`config.mk`:
```
export PLATFORM = sky130hd
export DESIGN_NAME = cache_fill_arbiter
export DESIGN_NICKNAME = d
export VERILOG_FILES = /design/src/rtl/cache_fill_arbiter.sv
export SDC_FILE = /design/constraint.sdc
export NUM_CORES = 1
export LEC_CHECK = 0
export BUFFER_PORTS_ARGS = -buffer_cell sky130_fd_sc_hd__buf_2
export CORE_MARGIN = 2
export CORE_UTILIZATION = 47
export DETAILED_ROUTE_END_ITERATION = 8
export GPL_ROUTABILITY_DRIVEN = 0
export GPL_TIMING_DRIVEN = 0
export HOLD_SLACK_MARGIN = 0.1
export PLACE_DENSITY = 0.85
export SYNTH_ARGS = -nofsm -noshare
export SYNTH_HDL_FRONTEND = slang
export SYNTH_SLANG_ARGS = --single-unit
```
`constraint.sdc`:
```
create_clock -name clk -period 2.5 [get_ports clk]
set_clock_uncertainty 0.05 [all_clocks]
set_input_delay 0.125 -clock clk [delete_from_list [all_inputs] [get_ports clk]]
set_output_delay 0.125 -clock clk [all_outputs]
set_load 0.02 [all_outputs]
```
`src/rtl/cache_fill_arbiter.sv`:
```
// Arbitrates I-miss, D-miss and write-through stores onto one pipelined memory,
// runs 8-word block fills into the chosen cache. Optional counters: FILL_STATS_EN.
`timescale 1ns/1ps
module cache_fill_arbiter #(
  parameter int ADDR_W        = 16,
  parameter int DATA_W        = 16,
  parameter int WORDS_PER_BLK = 8
) (
  input  logic                             clk,
  input  logic                             rst_n,
  input  logic                             i_miss,
  input  logic [ADDR_W-1:0]                i_miss_addr,
  input  logic                             d_miss,
  input  logic [ADDR_W-1:0]                d_miss_addr,
  input  logic                             d_wr_req,
  input  logic [ADDR_W-1:0]                d_wr_addr,
  input  logic [DATA_W-1:0]                d_wr_data,
  output logic                             d_wr_ack,
  output logic                             i_busy,
  output logic                             d_busy,
  output logic                             fill_sel,
  output logic                             fill_we,
  output logic [$clog2(WORDS_PER_BLK)-1:0] fill_word,
  output logic [DATA_W-1:0]                fill_data,
  output logic                             tag_we,
  output logic                             fill_done,
  output logic                             mem_en,
  output logic                             mem_wr,
  output logic [ADDR_W-1:0]                mem_addr,
  output logic [DATA_W-1:0]                mem_wdata,
`ifdef FILL_STATS_EN
  output logic [15:0]                      i_fill_cnt,
  output logic [15:0]                      d_fill_cnt,
  output logic [15:0]                      wr_cnt,
`endif
  input  logic [DATA_W-1:0]                mem_rdata,
  input  logic                             mem_valid
);

  localparam int WORD_W         = $clog2(WORDS_PER_BLK);
  localparam int CNT_W          = WORD_W + 1;
  localparam int BYTES_PER_WORD = DATA_W / 8;
  localparam int OFF_W          = $clog2(WORDS_PER_BLK * BYTES_PER_WORD);
  localparam logic [ADDR_W-1:0] BLK_MASK = ~ADDR_W'((1 << OFF_W) - 1);

  typedef enum logic [1:0] {IDLE, WRITE, FILL, DONE} state_e;

  state_e              state_q, state_d;
  logic                fill_sel_q, fill_sel_d;
  logic [ADDR_W-1:0]   addr_q, addr_d;     // store address or fill block base
  logic [DATA_W-1:0]   wdata_q, wdata_d;
  logic [CNT_W-1:0]    ic_q, ic_d;         // words issued, stops at WORDS_PER_BLK
  logic [WORD_W-1:0]   rc_q, rc_d;         // words received
  logic                issuing;
  logic                last_word;

  assign issuing   = (ic_q < CNT_W'(WORDS_PER_BLK));
  assign last_word = (rc_q == WORD_W'(WORDS_PER_BLK - 1));

  // NOTE: sequential state uses non-blocking assignments only; next-state
  // values come from the combinational process below.
  always_ff @(posedge clk or negedge rst_n) begin
    if (!rst_n) begin
      state_q    <= IDLE;
      fill_sel_q <= 1'b0;
      addr_q     <= '0;
      wdata_q    <= '0;
      ic_q       <= '0;
      rc_q       <= '0;
    end else begin
      state_q    <= state_d;
      fill_sel_q <= fill_sel_d;
      addr_q     <= addr_d;
      wdata_q    <= wdata_d;
      ic_q       <= ic_d;
      rc_q       <= rc_d;
    end
  end

  // NOTE: every variable gets a default at the top so no latch is inferred.
  always_comb begin
    state_d    = state_q;
    fill_sel_d = fill_sel_q;
    addr_d     = addr_q;
    wdata_d    = wdata_q;
    ic_d       = ic_q;
    rc_d       = rc_q;
    unique case (state_q)
      IDLE: begin
        if (d_wr_req) begin
          addr_d  = d_wr_addr;
          wdata_d = d_wr_data;
          state_d = WRITE;
        end else if (d_miss || i_miss) begin
          addr_d     = (d_miss ? d_miss_addr : i_miss_addr) & BLK_MASK;
          fill_sel_d = d_miss;
          ic_d       = '0;
          rc_d       = '0;
          state_d    = FILL;
        end
      end
      WRITE: state_d = IDLE;
      FILL: begin
        if (issuing) ic_d = ic_q + CNT_W'(1);
        if (mem_valid) begin
          rc_d = rc_q + WORD_W'(1);
          if (last_word) state_d = DONE;
        end
      end
      DONE: state_d = IDLE;
      default: state_d = IDLE;
    endcase
  end

  // Outputs are forced low while rst_n is held, even for pass-through terms.
  always_comb begin
    d_wr_ack  = 1'b0;
    fill_we   = 1'b0;
    fill_word = '0;
    fill_data = '0;
    tag_we    = 1'b0;
    fill_done = 1'b0;
    mem_en    = 1'b0;
    mem_wr    = 1'b0;
    mem_addr  = '0;
    mem_wdata = '0;
    i_busy    = 1'b0;
    d_busy    = 1'b0;
    if (rst_n) begin
      unique case (state_q)
        IDLE:  d_wr_ack = d_wr_req;
        WRITE: begin
          mem_en    = 1'b1;
          mem_wr    = 1'b1;
          mem_addr  = addr_q;
          mem_wdata = wdata_q;
        end
        FILL: begin
          mem_en = issuing;
          if (issuing) mem_addr = addr_q + ADDR_W'(ic_q) * ADDR_W'(BYTES_PER_WORD);
          if (mem_valid) begin
            fill_we   = 1'b1;
            fill_word = rc_q;
            fill_data = mem_rdata;
            tag_we    = last_word;
          end
        end
        DONE:    fill_done = 1'b1;
        default: ;
      endcase
      i_busy = i_miss | ((state_q != IDLE) & ~fill_sel_q);
      d_busy = d_miss | (d_wr_req & ~d_wr_ack) |
               (((state_q == FILL) | (state_q == DONE)) & fill_sel_q);
    end
  end

  assign fill_sel = fill_sel_q;

`ifdef FILL_STATS_EN
  logic [15:0] i_fill_cnt_q, d_fill_cnt_q, wr_cnt_q;

  always_ff @(posedge clk or negedge rst_n) begin
    if (!rst_n) begin
      i_fill_cnt_q <= '0;
      d_fill_cnt_q <= '0;
      wr_cnt_q     <= '0;
    end else begin
      if (fill_done && !fill_sel_q && i_fill_cnt_q != 16'hFFFF) i_fill_cnt_q <= i_fill_cnt_q + 16'd1;
      if (fill_done &&  fill_sel_q && d_fill_cnt_q != 16'hFFFF) d_fill_cnt_q <= d_fill_cnt_q + 16'd1;
      if (d_wr_ack && wr_cnt_q != 16'hFFFF) wr_cnt_q <= wr_cnt_q + 16'd1;
    end
  end

  assign i_fill_cnt = i_fill_cnt_q;
  assign d_fill_cnt = d_fill_cnt_q;
  assign wr_cnt     = wr_cnt_q;
`endif

endmodule

```
==> reports/results.ini <==
[status]
status=finished, final reports clean

[die]
io_pins=146
dieWidth_um=83.8
dieArea_sq_um=7020
std_cell_rows=29
die_height_um=83.8
initial_utilization_pct=47.9
core_area_sq_um=6240

[final_layout]
area_growth_syn_to_layout_pct=44.9
final_cells=605
layout.nets=625
drive_above_1_share_pct=37.9
diodes=0
postLayoutCellArea_sq_um=4330

[timing]
setup_violations=0
period_needed_ps=2490
rsz0062_at_grt=true
fin_ws_ps=9.46
hold_violations=0
tightest_slew_ps=599
fmax_mhz=402
slew_viol_final=0
period_share_pct=99.6
slew_headroom_pct=60.1

[route]
dr.pass1.iters=5
ant_nets=0
dr_total_vias=3397
routed_via_density=5.61
routed_wl_mm=9.41
drc=0
routedWlPerCell_um=15.6
drtIter0Drc=207

[grt]
gr-usage-all-layers_pct=26.6
grt_antenna_before_repair=0
grt_pass1_wl_mm=15.4
grt_remaining_overflow=0
grt_pass1_vias=3301
grt_max_degree=43

[synthesis]
synth_cell_type_count=53
synth_ff_type=dfrtp_1
ys_seq_area_share_pct=35.1
syn_area_per_cell_sq_um=8.69
synth_nets=442
yosysWarnings=0
ys_ff_latch=42
synth-edff-count=0
synth_cells=344
synth_area_sq_um=2990
synth-async-reset-ratio_pct=100

[clock_tree]
clk_latency_ps=300
cts_max_path_buffers=2
h-tree-depth=2
clkSinkCount=42
tritoncts=done
root_buffer=clkbuf_8
cts_buffers=5
clk_pin_slew_ps=70

[placement]
port_buffers=135
dpl.hpwl_mm=6.24
dpl_cell_area_sq_um=3760
dpl_worst_slack_ps=51.3
place_inst=556

[setup_path]
worstPathMaxFanout=4
critPathArrivalTime_ps=2320
end_kind=output pin
startpoint_type=register
path_class=reg -> out
worstPathRequired_ps=2330

[pwr]
p_leak_nw=2.26
irDropWorstVdd_mv=0.573
cellPowerDensity_nw_per_um2=865

[worst_hold_path]
hold_class=in -> reg

[job]
cap_violations=0

==> metal layers <==
layer / GRT usage, % / wire [um]
met1: 33.5 / 3880
met5: 0 / 0
met3: 5.14 / 646
met2: 46.4 / 4690
met4: 7.92 / 195
==> layout by cell type, fill, tap and decap left out, drive strengths merged, types with 4 or more instances in the layout <==
cell type,Yosys,layout
a21oi,23,23
a22o,6,6
a32o,5,5
and2,25,25
and3,23,23
buf,15,157
clkbuf,11,19
dfrtp,42,42
dlygate4sd3,0,33
ha,11,11
inv,12,12
mux2,17,17
mux2i,12,12
nand2,33,33
nand3,4,4
nor2,26,26
nor2b,4,4
o21ai,21,21
o22ai,5,5
==> cell type report <==
cell class / instances / area [sq um]
fill: 495 / 1910
clock inverter: 1 / 5.00
tap: 77 / 96.3
sequential: 42 / 1050
timing repair buffer: 176 / 1090
clock buffer: 7 / 86.3
buffer: 26 / 125
inverter: 12 / 45.0
multi-input combinational: 264 / 1830
==> worst paths after layout <==
kind / startpoint / endpoint / slack, ps / depth (start not counted)
min reg2reg: wdata_q[6] / wdata_q[6] / 450 / 1
min: mem_valid / rc_q[0] / 110 / 3
max in group asynchronous: rst_n / ic_q[3] / 1680 / 3
min in group asynchronous: rst_n / addr_q[10] / 460 / 3
max: addr_q[1] / mem_addr[15] / 9 / 8
max reg2reg: state_q[0] / ic_q[2] / 360 / 6
==> registers in the layout, indices dropped and copies added (netlist names) <==
name,flops
ic_q,4
rc_q,3
state_q,2
addr_q,16
fill_sel,1
wdata_q,16
==> worst max-delay path: stages (launching register included) <==
cell      delay, ps
dfrtp_1         410
ha_4            160
inv_2            30
fa_2            330
nand2b_4        170
a21o_1          190
o311a_1         300
a221o_1         290
buf_6           140
==> cell families (layout without fill, tap and decap cells) <==
kind of cell	Yosys count	in the layout	share of synthesized area, %
AO/OA/AOI/OAI	91	91	20.7
multiplexers	29	29	10.4
adder cells (fa/ha/maj)	12	12	5.27
AND/OR/NAND/NOR	131	131	22.8
flip-flops	42	42	35.1
XOR/XNOR	1	1	0.293
buffers and inverters	38	222	5.36
==> cells in the mapped netlist (all sizes together), types with 3 or more instances <==
master / number / share of area [%]
a21boi: 3 / 0.75
a21o: 3 / 0.75
a21oi: 23 / 3.8
a22o: 6 / 1.8
a22oi: 3 / 0.92
a31oi: 3 / 0.63
a32o: 5 / 1.7
and2: 25 / 5.2
and3: 23 / 4.9
buf: 15 / 2.5
clkbuf: 11 / 1.4
dfrtp: 42 / 35
ha: 11 / 4.6
inv: 12 / 1.5
mux2: 17 / 6.4
mux2i: 12 / 4.0
nand2: 33 / 4.1
nand2b: 3 / 0.63
nand3: 4 / 0.84
nand4: 3 / 0.63
nor2: 26 / 3.3
nor2b: 4 / 0.84
o21ai: 21 / 3.9
o22ai: 5 / 1.0
or2: 3 / 0.63
==> through the flow <==
step | util [%] | power (mW) | hold WS, ps | TNS (ps)
after floorplan | - | 2.50 | -221 | 0
after global placement | 60.3 | 2.97 | 306 | 0
after detailed placement | 60.3 | 3.07 | 309 | 0
after CTS | 68.7 | 3.65 | 103 | -5.97
after global routing | 69.4 | 4.00 | 122 | -106
final | 69.4 | 3.75 | 105 | 0
==> power by group <==
part           internal (mW)  switching, mW
logic                  0.861           1.14
registers              0.989          0.300
clock network          0.223          0.233
total                   2.07           1.67
==> repair_timing <==
item / CTS / global route
pin swaps: 3 / 7
buffers inserted: 5 / 2
cloned: 0 / 0
endpoints found under the hold margin: 74 / 0
hold buffers: 34 / 0
endpoints found under the setup margin: 7 / 8
resized for setup: 10 / 12
Power figures use the tool's default switching activity.
